--- src/rtl/i2s_pkg.sv ---
// Shared I2S playback types: default sample/slot widths, stereo pair layout, slot encoding.
package i2s_pkg;

  localparam int   I2S_DATA_BITS  = 16;
  localparam int   I2S_SLOT_BITS  = 32;
  localparam logic I2S_LEFT_LEVEL = 1'b0;

  typedef struct packed {
    logic [I2S_DATA_BITS-1:0] left;
    logic [I2S_DATA_BITS-1:0] right;
  } stereo_sample_t;

  typedef enum logic {
    SLOT_LEFT  = 1'b0,
    SLOT_RIGHT = 1'b1
  } slot_e;

endpackage

--- src/rtl/i2s_clk_gen.sv ---
// I2S bit clock / word select generator with per-slot bit counter.
// Latency: first bck rise BCK_DIV clk after tx_en, first fall event (left slot, b=0) BCK_DIV clk later.
// Backpressure: none; free-running while tx_en=1, everything returns to idle the clk after tx_en drops.
module i2s_clk_gen
  import i2s_pkg::*;
#(
  parameter int   BCK_DIV    = 4,
  parameter int   SLOT_BITS  = I2S_SLOT_BITS,
  parameter logic LEFT_LEVEL = I2S_LEFT_LEVEL,
  parameter int   BIT_W      = $clog2(SLOT_BITS)
) (
  input  logic             clk,
  input  logic             resetn,
  input  logic             tx_en,
  output logic             bck,
  output logic             lrck,
  output logic             fall_evt,
  output logic [BIT_W-1:0] bit_idx,
  output slot_e            slot
);

  localparam int DIV_W = $clog2(BCK_DIV);

  logic [DIV_W-1:0] div_cnt;
  logic [BIT_W-1:0] bit_q;
  slot_e            slot_q;
  logic             running;
  logic             wrap;

  assign wrap     = tx_en & (div_cnt == DIV_W'(BCK_DIV - 1));
  assign fall_evt = wrap & bck;

  // bit_idx/slot are the values that take effect at this fall event
  always_comb begin
    bit_idx = bit_q;
    slot    = slot_q;
    if (!running) begin
      bit_idx = '0;
      slot    = SLOT_LEFT;
    end else if (bit_q == BIT_W'(SLOT_BITS - 1)) begin
      bit_idx = '0;
      slot    = (slot_q == SLOT_LEFT) ? SLOT_RIGHT : SLOT_LEFT;
    end else begin
      bit_idx = bit_q + BIT_W'(1);
    end
  end

  always_ff @(posedge clk or negedge resetn) begin
    if (!resetn) begin
      div_cnt <= '0;
      bck     <= 1'b0;
      lrck    <= ~LEFT_LEVEL;
      running <= 1'b0;
      bit_q   <= '0;
      slot_q  <= SLOT_LEFT;
    end else if (!tx_en) begin
      div_cnt <= '0;
      bck     <= 1'b0;
      lrck    <= ~LEFT_LEVEL;
      running <= 1'b0;
      bit_q   <= '0;
      slot_q  <= SLOT_LEFT;
    end else begin
      div_cnt <= wrap ? '0 : div_cnt + DIV_W'(1);
      if (wrap) bck <= ~bck;
      if (fall_evt) begin
        running <= 1'b1;
        bit_q   <= bit_idx;
        slot_q  <= slot;
        lrck    <= (slot == SLOT_LEFT) ? LEFT_LEVEL : ~LEFT_LEVEL;
      end
    end
  end

endmodule

--- src/rtl/i2s_tx_stereo16.sv ---
// I2S master transmitter, 16-bit stereo, Philips one-BCK delay; I2S_TX_HOLD_LAST_EN repeats the last pair on underrun.
// Latency: a held pair leaves MSB-first one BCK after the next left-slot lrck edge.
// Backpressure: one-entry holding register; in_ready stays low from accept until the next frame load.
module i2s_tx_stereo16
  import i2s_pkg::*;
#(
  parameter int   BCK_DIV    = 4,
  parameter int   SLOT_BITS  = I2S_SLOT_BITS,
  parameter int   DATA_BITS  = I2S_DATA_BITS,
  parameter logic LEFT_LEVEL = I2S_LEFT_LEVEL
) (
  input  logic                 clk,
  input  logic                 resetn,
  input  logic                 tx_en,
  input  logic                 in_valid,
  input  logic [DATA_BITS-1:0] in_left,
  input  logic [DATA_BITS-1:0] in_right,
  output logic                 in_ready,
  output logic                 bck,
  output logic                 lrck,
  output logic                 sdata,
  output logic                 frame_load,
  output logic                 underrun
);

  localparam int BIT_W  = $clog2(SLOT_BITS);
  localparam int PAIR_W = 2 * DATA_BITS;

  logic                 fall_evt;
  logic [BIT_W-1:0]     bit_idx;
  slot_e                slot;
  logic [DATA_BITS-1:0] hold_left;
  logic [DATA_BITS-1:0] hold_right;
  logic                 hold_vld;
  logic                 accept;
  logic                 load;
  logic [PAIR_W-1:0]    shreg;
  logic [PAIR_W-1:0]    fill;

  i2s_clk_gen #(
    .BCK_DIV    (BCK_DIV),
    .SLOT_BITS  (SLOT_BITS),
    .LEFT_LEVEL (LEFT_LEVEL),
    .BIT_W      (BIT_W)
  ) u_clk_gen (
    .clk      (clk),
    .resetn   (resetn),
    .tx_en    (tx_en),
    .bck      (bck),
    .lrck     (lrck),
    .fall_evt (fall_evt),
    .bit_idx  (bit_idx),
    .slot     (slot)
  );

  assign in_ready = ~hold_vld;
  assign accept   = in_valid & ~hold_vld;
  assign load     = fall_evt & (bit_idx == '0) & (slot == SLOT_LEFT);

`ifdef I2S_TX_HOLD_LAST_EN
  logic [PAIR_W-1:0] last_pair;

  always_ff @(posedge clk or negedge resetn) begin
    if (!resetn)               last_pair <= '0;
    else if (load && hold_vld) last_pair <= {hold_left, hold_right};
  end

  assign fill = last_pair;
`else
  assign fill = '0;
`endif

  // an accept coinciding with an empty-register load still waits for the next frame
  always_ff @(posedge clk or negedge resetn) begin
    if (!resetn) begin
      hold_vld   <= 1'b0;
      hold_left  <= '0;
      hold_right <= '0;
      frame_load <= 1'b0;
      underrun   <= 1'b0;
    end else begin
      frame_load <= load & hold_vld;
      underrun   <= load & ~hold_vld;
      if (accept) begin
        hold_left  <= in_left;
        hold_right <= in_right;
        hold_vld   <= 1'b1;
      end else if (load) begin
        hold_vld   <= 1'b0;
      end
    end
  end

  // left then right shift out of one register: after 16 left bits the right word is on top
  always_ff @(posedge clk or negedge resetn) begin
    if (!resetn) begin
      shreg <= '0;
      sdata <= 1'b0;
    end else if (!tx_en) begin
      shreg <= '0;
      sdata <= 1'b0;
    end else if (fall_evt) begin
      sdata <= 1'b0;
      if (load) begin
        shreg <= hold_vld ? {hold_left, hold_right} : fill;
      end else if ((bit_idx != '0) && (bit_idx <= BIT_W'(DATA_BITS))) begin
        sdata <= shreg[PAIR_W-1];
        shreg <= {shreg[PAIR_W-2:0], 1'b0};
      end
    end
  end

endmodule

--- config.mk ---
export PLATFORM = sky130hd
export DESIGN_NAME = i2s_tx_stereo16
export DESIGN_NICKNAME = d
export VERILOG_FILES = /design/src/rtl/i2s_pkg.sv /design/src/rtl/i2s_clk_gen.sv /design/src/rtl/i2s_tx_stereo16.sv
export SDC_FILE = /design/constraint.sdc
export NUM_CORES = 1
export LEC_CHECK = 0
export ABC_AREA = 1
export CORE_ASPECT_RATIO = 1.5
export CORE_UTILIZATION = 45
export CTS_BUF_LIST = sky130_fd_sc_hd__clkbuf_16
export CTS_CLUSTER_SIZE = 25
export DETAILED_ROUTE_END_ITERATION = 10
export PLACE_DENSITY = 0.67
export SYNTH_ARGS = -nofsm -noshare
export SYNTH_HDL_FRONTEND = slang
export SYNTH_SLANG_ARGS = --single-unit
--- constraint.sdc ---
create_clock -name clk -period 3.2 [get_ports clk]
set_input_delay 0.64 -clock clk [delete_from_list [all_inputs] [get_ports clk]]
set_output_delay 0.64 -clock clk [all_outputs]
set_load 0.01 [all_outputs]
==> metrics, run 1 <==
Sw Ratio 29.31%; Post-Route WL 7.897 mm; status complete, no violations; Port Buffers 41; Leakage Power 2.857 nW; Max Cap Viol 0; Setup CP Type reg2reg; core area 8516 um^2; die area 9258 um^2; Cells after Synth 584; DP HPWL 4.845 mm; fin crit share 84.60%; warnings from Yosys 0; Crit Path Max Fanout 42; stages on the worst setup path 20; Hold Buf Count CTS 0; clock share of power 32.1%; unrepaired setup endpoints after global routing false; Pins Over Slew Limit 0; synthesized area 3991 um^2; crit path cell chain ha_1 > nand2_1 > nor2_1 > ha_1 > inv_1 > nand2_1 > a21oi_1 > o21ai_0 > nand3_1 > a21oi_1 > ha_1 > inv_1 > nor2_1 > nand2_2 > buf_4 > nand2_1 > nand2_1 > nor2_1 > nand2_1 > nand2_1; First-pass DRT Iterations 4; Fin Hold WS 0.4478 ns; pre-CTS setup slack 0.5053 ns; Area growth syn-to-layout 17.30%; DRC violations left 0; simple-gate portion of the synthesized area 36.52%; Pint 1.927 mW; switching power 0.7988 mW; fraction of layout cells with a size suffix above 1 4.052%; clock skew 0.005526 ns; Gate power share 19.9%; Ant. Diodes 0; total power 2.726 mW; Layout Utilization 54.98%; Die Wd 78.90 um; initial antenna violation count 0; fraction of synthesized cell area in xor and xnor cells 0%; Synth Area in Compound Gates 1.881%; r2r setup slk 0.49 ns; worst hold path class in2async; reg2reg start u_clk_gen.bit_q[0]; Max IR drop VDD 0.0003478 V; mux cell area share after synthesis 0%; worst-margin pin slew 0.9994 ns; main combinational cell family by area after synthesis simple AND/OR/NAND/NOR gates; # Post-CTS Setup Buffers 0; Overall Global Routing Usage 19.46%; CP delay by family, top simple AND/OR/NAND/NOR gates; first-pass GRT wire length 14.23 mm; CTS Root Cell clkbuf_16; reg-to-reg endpoint shreg[15]; Die Span Y 117.3 um; Critical Path Max Stage Delay 0.41 ns; post-CTS resize count 0; post-layout minimum cycle time 2.707 ns; routed vias/inst 4.572; f_max 0.3694 GHz; DRT iter0 DRCs 154; CP max stage cell dfrtp_1; Vias 3,310; later-pin clock latency in the skew report 0.33 ns; Max clock buf depth 2; WL/cell 10.91 um; number of global-route vias before repair 3,227; worst path arrival time 2.92 ns; reg2reg path depth 20; Post-Synth Adder-Cell Area 1.254%; starting density of the core 46.87%; setup_tns 0 ns; htree depth 3; total gr overflow 0; crit path buf inv count 3; part of the Yosys area used for sequential elements 49.56%; I/O pins 42; Final Hold Viols 0; FF+latch count, synth 79; most frequent CP cell nand2_1; most frequent cells in the layout nand2_1, dfrtp_1, inv_1; post-synth cell types 21; largest net degree at the start of global routing 80; CTS buffer count 9; Nets 655; CP required 3.42 ns; Worst Setup Start Kind register; Detail Route Antenna Nets 0; Final setup viols 0; Power Density 582.2 nW/um^2; CTS tree yes; relative slew slack 33.37%; sequential share of power 48.0%; Sink Count 79; Syn Area/Cell 6.834 um^2; RePlAce Congestion 0.8369; final setup margin 0.4927 ns; clock transition at the registers of the reported paths 0.06 ns; commonest non-fill, non-tap cell in the layout nand2_1; Cell Rows 41; Crit. End Element register; Post-Syn Nets 624
[Yosys cell counts, drive strengths merged]
master,n,share of area (%)
o21ai,7,0.88
a22oi,1,0.19
nand4,1,0.16
nand2,306,29
o22ai,2,0.31
clkbuf,8,0.75
dfrtp,78,49
inv,75,7.1
a21oi,4,0.50
buf,20,3.0
nand3,5,0.63
dfstp,1,0.66
nor2,72,6.8
ha,4,1.3
[worst max-delay path by stage]
stage,startpoint,to,slack [ns]
finish,u_clk_gen.bit_q[0],shreg[15],0.49
global route,u_clk_gen.bit_q[0],shreg[15],0.1
detailed placement,u_clk_gen.bit_q[0],shreg[15],0.51
CTS,u_clk_gen.bit_q[0],shreg[15],0.46
global placement,u_clk_gen.bit_q[1],shreg[19],0.65
floorplan,u_clk_gen.bit_q[0],shreg[2],0.92
[metal layers]
| metal | global-route usage, % | vias up | wire length, um |
|---|---|---|---|
| li1 | - | 1756 | - |
| met3 | 3.813 | 9 | 242 |
| met1 | 24.41 | 1498 | 3656 |
| met2 | 31.58 | 47 | 3829 |
| met4 | 9.659 | 0 | 168 |
| met5 | 0 | - | 0 |
[power groups by stage]
stage | logic, mW | registers [mW] | clock network, mW
finish | 0.542 | 1.31 | 0.875
CTS | 0.559 | 1.31 | 0.903
detailed placement | 0.553 | 1.32 | 0
global route | 0.647 | 1.34 | 0.939
global placement | 0.544 | 1.32 | 0
floorplan | 0.405 | 1.29 | 0
[cells by family after synthesis]
family | count (synthesis)
buffers and inverters | 103
adder cells (fa/ha/maj) | 4
AND/OR/NAND/NOR | 384
flip-flops | 79
AO/OA/AOI/OAI | 14
[state kept, by name, summed over array words and instances (netlist names)]
| name | flops |
|---|---|
| sdata | 1 |
| underrun | 1 |
| u_clk_gen.running | 1 |
| hold_vld | 1 |
| shreg | 32 |
| u_clk_gen.div_cnt | 2 |
| hold_right | 16 |
| u_clk_gen.slot_q | 1 |
| u_clk_gen.bck | 1 |
| u_clk_gen.bit_q | 5 |
| u_clk_gen.lrck | 1 |
| frame_load | 1 |
| hold_left | 16 |
[final cells by class]
cell class                      count  area, um^2
Clock buffer                        9       225.2
Clock inverter                      4       17.52
Fill cell                         835        3834
Inverter                           75       281.5
Multi-Input combinational cell    402        1585
Sequential cell                    79        1978
Tap cell                          107       133.9
Timing Repair Buffer               48       460.4
[stage by stage]
stage / instance area [um^2] / instances
after CTS: 4682 / 724
after floorplan: 3991 / 584
after global routing: 4682 / 724
after global placement: 4439 / 711
after detailed placement: 4439 / 711
final: 4682 / 724
No activity file was read; power rests on OpenSTA's default activity.
==> run 2: changes to the inputs <==
- PLACE_DENSITY: 0.67 -> 0.69
- clock period: 3.2 -> 2.4 ns (I/O delays scaled with it)
==> metrics, run 2 (synthesized netlist as in run 1, its figures left out) <==
fraction of layout cells with a size suffix above 1 11.62%; unrepaired setup endpoints after global routing true; Placement Cell Area 4509 um^2; First-pass DRT Iterations 5; CTS Root Cell clkbuf_16; worst hold path class in2async; CP max stage cell dfrtp_1; r2r setup slk -0.19 ns; Crit Path Max Fanout 8; Die Wd 78.90 um; commonest non-fill, non-tap cell in the layout nand2_1; Max IR drop VDD 0.0005277 V; max FFs per register 32; crit path cell chain ha_2 > nand2_2 > nor2_1 > ha_2 > inv_2 > nand2_2 > a21oi_2 > o21ai_1 > nand3_1 > a21oi_2 > ha_2 > inv_2 > nor2_2 > nand2_2 > buf_8 > clkbuf_16 > nand2_2 > nand2_1 > nor2_1 > nand2_1 > nand2_1; first-pass GRT wire length 15.50 mm; Power Density 713.3 nW/um^2; clock transition at the registers of the reported paths 0.06 ns; CP delay by family, top simple AND/OR/NAND/NOR gates; RePlAce Congestion 0.7846; htree depth 3; Ant. Diodes 0; failing checks setup timing; Worst Setup Start Kind register; number of global-route vias before repair 3,362; Final setup viols 33; Detail Route Antenna Nets 0; f_max 0.3854 GHz; DRC violations left 0; largest net degree at the start of global routing 44; Sink Count 79; Post-Route WL 9.256 mm; post-layout minimum cycle time 2.595 ns; final setup margin -0.1947 ns; Setup CP Type reg2reg; Hold Buf Count CTS 0; Nets 673; clock skew 0.003618 ns; Die Span Y 117.3 um; WL/cell 12.44 um; Crit. End Element register; relative slew slack 61.76%; most frequent CP cell nand2_2; Port Buffers 41; total gr overflow 0; initial antenna violation count 0; Leakage Power 3.031 nW; crit path buf inv count 4; CTS buffer count 9; fillcell total 820; later-pin clock latency in the skew report 0.34 ns; CP required 2.67 ns; total power 3.667 mW; fin crit share 108.1%; Vias 3,521; Critical Path Max Stage Delay 0.36 ns; Top Registers shreg: 32 flops, hold_left: 16 flops, hold_right: 16 flops; most frequent cells in the layout nand2_1, dfrtp_1, inv_1; DP HPWL 4.842 mm; die area 9258 um^2; Final Instance Area 5141 um^2; worst-margin pin slew 0.5737 ns; Max Cap Viol 0; Overall Global Routing Usage 21.43%; status finished with violations; DRT iter0 DRCs 220; worst path arrival time 2.86 ns; Pins Over Slew Limit 0; Max clock buf depth 2; Most flops, register shreg; CTS tree yes; Cell Rows 41; Final Hold Viols 0; core area 8516 um^2; starting density of the core 46.87%; Area growth syn-to-layout 28.81%; I/O pins 42; pre-CTS setup slack -0.2372 ns; routed vias/inst 4.733
-- run 2: layer usage --
layer | track usage (%) | vias to the layer above | part of all wire [%]
met2 | 36.74 | 92 | 52
met5 | 0 | - | 0
met1 | 26.62 | 1618 | 40
li1 | - | 1794 | -
met4 | 8.864 | 0 | 2.7
met3 | 3.035 | 17 | 5.2
-- run 2: area by class of cell --
class	count	area [um^2]	share of cell area (%)
Inverter	75	289.0	5.622
Timing Repair Buffer	66	799.5	15.55
Multi-Input combinational cell	402	1693	32.93
Tap cell	107	133.9	2.604
Clock buffer	9	225.2	4.381
Sequential cell	79	1978	38.48
Clock inverter	6	22.52	0.4381
-- run 2: path summary, 6_finish.rpt --
path / cells after the start / to / start
setup / recovery: 21 / shreg[1] / u_clk_gen.bit_q[1]
setup reg to reg: 21 / shreg[1] / u_clk_gen.bit_q[1]
max in group asynchronous: 2 / u_clk_gen.lrck / resetn
min in group clk: 1 / u_clk_gen.div_cnt[0] / u_clk_gen.div_cnt[0]
hold reg to reg: 1 / u_clk_gen.div_cnt[0] / u_clk_gen.div_cnt[0]
hold / removal: 1 / hold_left[11] / resetn
-- run 2: repair_timing --
| action | in CTS | in global routing |
|---|---|---|
| buffers inserted | 3 | 1 |
| hold endpoints to repair | 0 | 0 |
| resized for setup | 29 | 25 |
| endpoints found under the setup margin | 32 | 36 |
| pin swaps | 13 | 21 |
| cloned | 6 | 2 |
-- run 2: per-stage QoR --
step | setup TNS, ns | hold slack, ns | std cells | utilization, %
floorplan | 0 | 0.1844 | 584 | -
global placement | -2.769 | 0.4227 | 717 | 52.95
detailed placement | -5.643 | 0.4343 | 717 | 52.95
CTS | -2.118 | 0.1633 | 741 | 58.90
global route | -10.20 | 0.1793 | 744 | 60.37
finish | -3.222 | 0.1331 | 744 | 60.37
-- run 2: power by group --
group          total, mW  switching, mW  internal (mW)  leakage [nW]
registers           1.74          0.142           1.60          1.04
clock network       1.17          0.494          0.671         0.132
logic              0.759          0.442          0.316          1.86
total               3.67           1.08           2.59          3.03
-- run 2: worst register-to-register path, cell delays in order (launching register included) --
cell and delay (ns):
dfrtp_1 0.36, ha_2 0.19, nand2_2 0.05, nor2_1 0.10, ha_2 0.19, inv_2 0.04, nand2_2 0.07, a21oi_2 0.04
o21ai_1 0.09, nand3_1 0.11, a21oi_2 0.14, ha_2 0.19, inv_2 0.03, nor2_2 0.10, nand2_2 0.10, buf_8 0.17
clkbuf_16 0.17, nand2_2 0.05, nand2_1 0.05, nor2_1 0.10, nand2_1 0.09, nand2_1 0.10
==> run 3: changes to the inputs <==
- CELL_PAD_IN_SITES_DETAIL_PLACEMENT: not set -> 1
- CELL_PAD_IN_SITES_GLOBAL_PLACEMENT: not set -> 1
- CORE_UTILIZATION: 45 -> 37
- PLACE_DENSITY: 0.69 -> 0.77
==> metrics, run 3 (synthesized netlist as in run 1, its figures left out) <==
status finished with violations; failing checks setup timing; initial antenna violation count 0; first-pass GRT wire length 17.42 mm; Pint 2.826 mW; Final setup viols 32; Pins Over Slew Limit 0; Die Span Y 129.2 um; die area 11,220 um^2; CP required 2.63 ns; CTS tree yes; reg-to-reg endpoint shreg[14]; fillcell total 1,320; Post-Route WL 11.54 mm; Overall Global Routing Usage 20.06%; GR met1 Demand/Resource 23.91%; area taken by flip-flops and latches 1978 um^2; Sink Count 79; r2r setup slk -0.18 ns; Power Density 753.0 nW/um^2; met3 usage in global routing 3.121%; f_max 0.3878 GHz; reg2reg path depth 20; I/O pins 42; Cell Rows 46; clock share of power 36.8%; sequential share of power 43.3%; First-pass DRT Iterations 4; RePlAce Congestion 0.7656; Ant. Diodes 0; Vias 3,665; area occupied by multi-input gates 1737 um^2; DRC violations left 0; later-pin clock latency in the skew report 0.34 ns; Hold Buf Count CTS 0; Final Non-Filler Cells 793; GRT met2 Usage 35.02%; DRT iter0 DRCs 148; commonest non-fill, non-tap cell in the layout nand2_1; Max Cap Viol 0; Setup CP Type reg2reg; Final Hold Viols 0; core area 10,530 um^2; worst-margin pin slew 0.5231 ns; worst hold path class in2async; Nets 684; Worst Setup Start Kind register; max FFs per register 32; Die Wd 86.81 um; routed vias/inst 4.622; worst path arrival time 2.81 ns; Detail Route Antenna Nets 0; clock skew 0.007676 ns; CTS Root Cell clkbuf_16; largest net degree at the start of global routing 42; starting density of the core 37.89%; DP HPWL 6.244 mm; Crit Path Max Fanout 11; Port Buffers 41; final setup margin -0.1787 ns; Area growth syn-to-layout 33.92%; most frequent cells in the layout nand2_1, dfrtp_1, inv_1; post-layout minimum cycle time 2.579 ns; placed insts 760; layer carrying the most global-route usage met2; Final Instance Area 5345 um^2; Leakage Power 3.097 nW; total gr overflow 0; number of global-route vias before repair 3,800; critical path launch point u_clk_gen.bit_q[0]; Top Registers shreg: 32 flops, hold_left: 16 flops, hold_right: 16 flops; relative slew slack 65.13%; clock transition at the registers of the reported paths 0.06 ns; Max clock buf depth 2; fraction of layout cells with a size suffix above 1 14.02%; WL/cell 14.55 um; Sw Ratio 29.78%; htree depth 3; reg2reg start u_clk_gen.bit_q[0]; switching power 1.199 mW; Crit. End Element register; fin crit share 107.4%; Max IR drop VDD 0.0004161 V; Placement Cell Area 4601 um^2; Most flops, register shreg; Gate power share 19.9%; CTS buffer count 9; unrepaired setup endpoints after global routing true
-- run 3: cell types whose count changed in the layout (fill, tap and decap cells not counted), sizes merged --
cell | before | now
bufinv | 0 | 2
buf | 24 | 33
clkinv | 3 | 2
inv | 78 | 77
clkinvlp | 0 | 2
clkbuf | 11 | 12
-- run 3: timing repair --
| action | CTS | global route |
|---|---|---|
| cloned | 3 | 4 |
| pin swaps | 14 | 15 |
| setup buffers | 4 | 6 |
| resized for setup | 29 | 33 |
| setup endpoints to repair | 36 | 36 |
-- run 3: worst max-delay path: stages (launching register included) --
cell and delay, ns:
dfrtp_1 0.37, ha_2 0.20, nand2_2 0.07, nor2_4 0.10, ha_4 0.16, inv_4 0.04, nand2_4 0.07, nor2_1 0.05
inv_1 0.07, nand3_1 0.09, a21oi_2 0.12, ha_2 0.18, inv_2 0.04, nor2_4 0.12, nand2_4 0.09, buf_4 0.16
nand3_4 0.08, nand2_8 0.11, clkbuf_16 0.19, nand2_1 0.08, nand2_1 0.06
-- run 3: power groups by stage --
| stage | combinational [mW] | sequential [mW] | clock [mW] |
|---|---|---|---|
| floorplan | 0.540 | 1.72 | 0 |
| global route | 0.938 | 1.78 | 1.55 |
| CTS | 0.792 | 1.74 | 1.50 |
| detailed placement | 0.769 | 1.76 | 0 |
| finish | 0.802 | 1.74 | 1.48 |
| global placement | 0.741 | 1.76 | 0 |
-- run 3: final cells by class --
cell class | instances | area share, %
Tap cell | 144 | 3.371
Inverter | 75 | 5.454
Sequential cell | 79 | 37.01
Multi-Input combinational cell | 402 | 32.49
Timing Repair Buffer | 76 | 15.64
Clock buffer | 9 | 4.213
Clock inverter | 7 | 1.662
Timing Repair inverter | 1 | 0.1639
-- run 3: layer usage --
metal	wire length, um	vias up	part of all wire [%]
li1	-	1807	-
met2	6162	48	53
met5	0	-	0
met1	4885	1790	42
met3	223	20	1.9
met4	269	0	2.3
-- run 3: how the worst max path moves through the flow --
stage / end / depth (start not counted) / slack [ns]
floorplan: shreg[2] / 20 / 0.12
global placement: shreg[18] / 19 / -0.15
detailed placement: shreg[26] / 19 / -0.39
CTS: shreg[7] / 21 / -0.13
global route: shreg[30] / 21 / -0.33
finish: shreg[14] / 20 / -0.18
-- run 3: per-stage QoR --
stage                     setup WS (ns)  hold slack, ns  power (mW)  setup TNS [ns]  utilization (%)
after global placement          -0.1509          0.4213       2.497          -3.939            43.68
after floorplan                  0.1209          0.1844       2.264               0                -
final                           -0.1787          0.1136       4.025          -4.065            50.75
after global routing            -0.3272          0.1515       4.270          -8.434            50.75
after CTS                       -0.1348          0.1351       4.032          -3.341            48.25
after detailed placement        -0.3928          0.4475       2.533          -11.61            43.68
==> variant: new RTL, config.mk and constraints of run 1 <==
Register the output `underrun` once more, with the module's reset; this adds one clock of latency there. The other outputs are not delayed to match.
--- a/src/rtl/i2s_tx_stereo16.sv
+++ b/src/rtl/i2s_tx_stereo16.sv
@@ -27,2 +27,4 @@
   localparam int PAIR_W = 2 * DATA_BITS;
+
+  logic underrun_s0;
 
@@ -79,6 +81,6 @@
       frame_load <= 1'b0;
-      underrun   <= 1'b0;
+      underrun_s0 <= 1'b0;
     end else begin
       frame_load <= load & hold_vld;
-      underrun   <= load & ~hold_vld;
+      underrun_s0 <= load & ~hold_vld;
       if (accept) begin
@@ -112,2 +114,10 @@
 
+  always_ff @(posedge clk or negedge resetn) begin
+    if (!resetn) begin
+      underrun <= '0;
+    end else begin
+      underrun <= underrun_s0;
+    end
+  end
+
 endmodule
Behaviour: not the same (a bounded check fails within 10 cycles, from zero or initial values and one cycle with resetn low).
==> variant against run 1 <==
  * Die area is 0.61% higher
  * Synthesized area is 0.63% higher
  * Final area is 1.4% higher
  * Critical path depth is 1 lower
  * Worst hold slack worse by 0.099 ns
  * Power is 4.2% higher
  * Via count is 1.2% higher
  * Routed wire length is 0.61% lower
  * Sequential cell count is 1 higher
  * Non-clock buffer count is 1 lower
  * Worst setup slack worse by 0.091 ns
==> variant: results (changes against run 1) <==
[global_routing]
grt_pass1_vias=3259  ; +0.99%
grt_util_all_layers=0.189  ; -0.00520
grt_first_pass_wirelength_um=14000  ; -1.8%
grt_max_degree=81  ; +1.3%

[drt]
drt_iter0_drc=265  ; +72%
met2_wirelength_um=3750  ; -2.0%
routedWlPerCell_um=10.8  ; -1.0%
first_pass_iters=6  ; +2
wl_met3_um=312  ; +29%
wl_met1_um=3620  ; -1.0%
via_per_inst=4.61  ; +0.79%

[status]
outcome=finished clean

[final_layout]
nNetsFinal=655  ; unchanged
drive_above_1_share=0.0387  ; -0.00181
fillers=862  ; +3.2%

[sta]
tightest_slew_ns=0.996  ; -0.00336 ns
fin_skew_ns=0.00792  ; +0.00240 ns

[power]
peakVddDrop_uv=322  ; -7.5%
leakagePower_uw=0.00289  ; +1.1%

[logic_synthesis]
synthTopCellsByArea=dfrtp_1, nand2_1, inv_1
synth_common_cells=nand2_1, dfrtp_1, inv_1, nor2_1, buf_2
seq_area_frac_synth=0.499  ; +0.00314

[clock_network]
cts_buffers=9  ; unchanged
clock_latency_ns=0.34

[place]
hpwlAfterDp_um=4790  ; -1.2%
globalplace.congestion=0.795  ; -5.0%

[worst_hold_path]
hold_path_class=reg -> reg

[worst_setup_path]
crit_arrival_ns=3.07  ; +0.15 ns
cp_slowest_cell=inv_2
critPathMaxFanout=31  ; -26%

variant: layout make-up:
class | count | area [sq um] | share of cell area
clock inverters | 7 | 53.8 | 0.0113
repair buffers | 47 | 465 | 0.0980
inverters | 75 | 282 | 0.0593
clock buffers | 9 | 225 | 0.0474
flip-flops and latches | 80 | 2000 | 0.422
multi-input cells | 402 | 1590 | 0.334
well taps | 107 | 134 | 0.0282
variant: path summary, 6_finish.rpt:
kind	startpoint	to	slack (ns)	cells past startpoint
max	u_clk_gen.bit_q[0]	shreg[9]	0.40	19
min	underrun_s0	underrun	0.35	0
max reg2reg	u_clk_gen.bit_q[0]	shreg[9]	0.40	19
min reg2reg	underrun_s0	underrun	0.35	0
max in group asynchronous	resetn	shreg[22]	2.09	1
min in group asynchronous	resetn	u_clk_gen.bit_q[3]	0.46	1
variant: stage by stage:
stage	total power, uW	area (sq um)	instances	worst slack (ns)
floorplan	1710	4020	585	0.921
global placement	1870	4470	711	0.626
detailed placement	1880	4470	711	0.408
CTS	2870	4750	727	0.377
global route	3040	4750	727	0.157
finish	2840	4750	727	0.402
variant: cell families after synthesis:
group           after synthesis  synth area share
flops                        80             0.499
buf+inv                     103             0.107
compound gates               14            0.0187
fa+ha+maj                     4            0.0125
simple gates                384             0.363
variant: where the power goes:
group / switching (uW) / internal, uW
sequential: 106 / 1210
clock: 388 / 588
combinational: 322 / 223
variant: routing by layer:
layer	up-vias	GRT usage
li1	1754	-
met1	1524	0.233
met2	57	0.311
met3	15	0.0403
met4	0	0.0886
met5	-	0
variant: worst max-delay path, delay by kind of cell, from the launching register on:
family | cells | cell delay, ns
DFF | 1 | 0.38
buffers and inverters | 3 | 0.49
AOI/OAI and AO/OA | 3 | 0.33
and+or+nand+nor | 10 | 0.95
adders and majority gates | 3 | 0.56
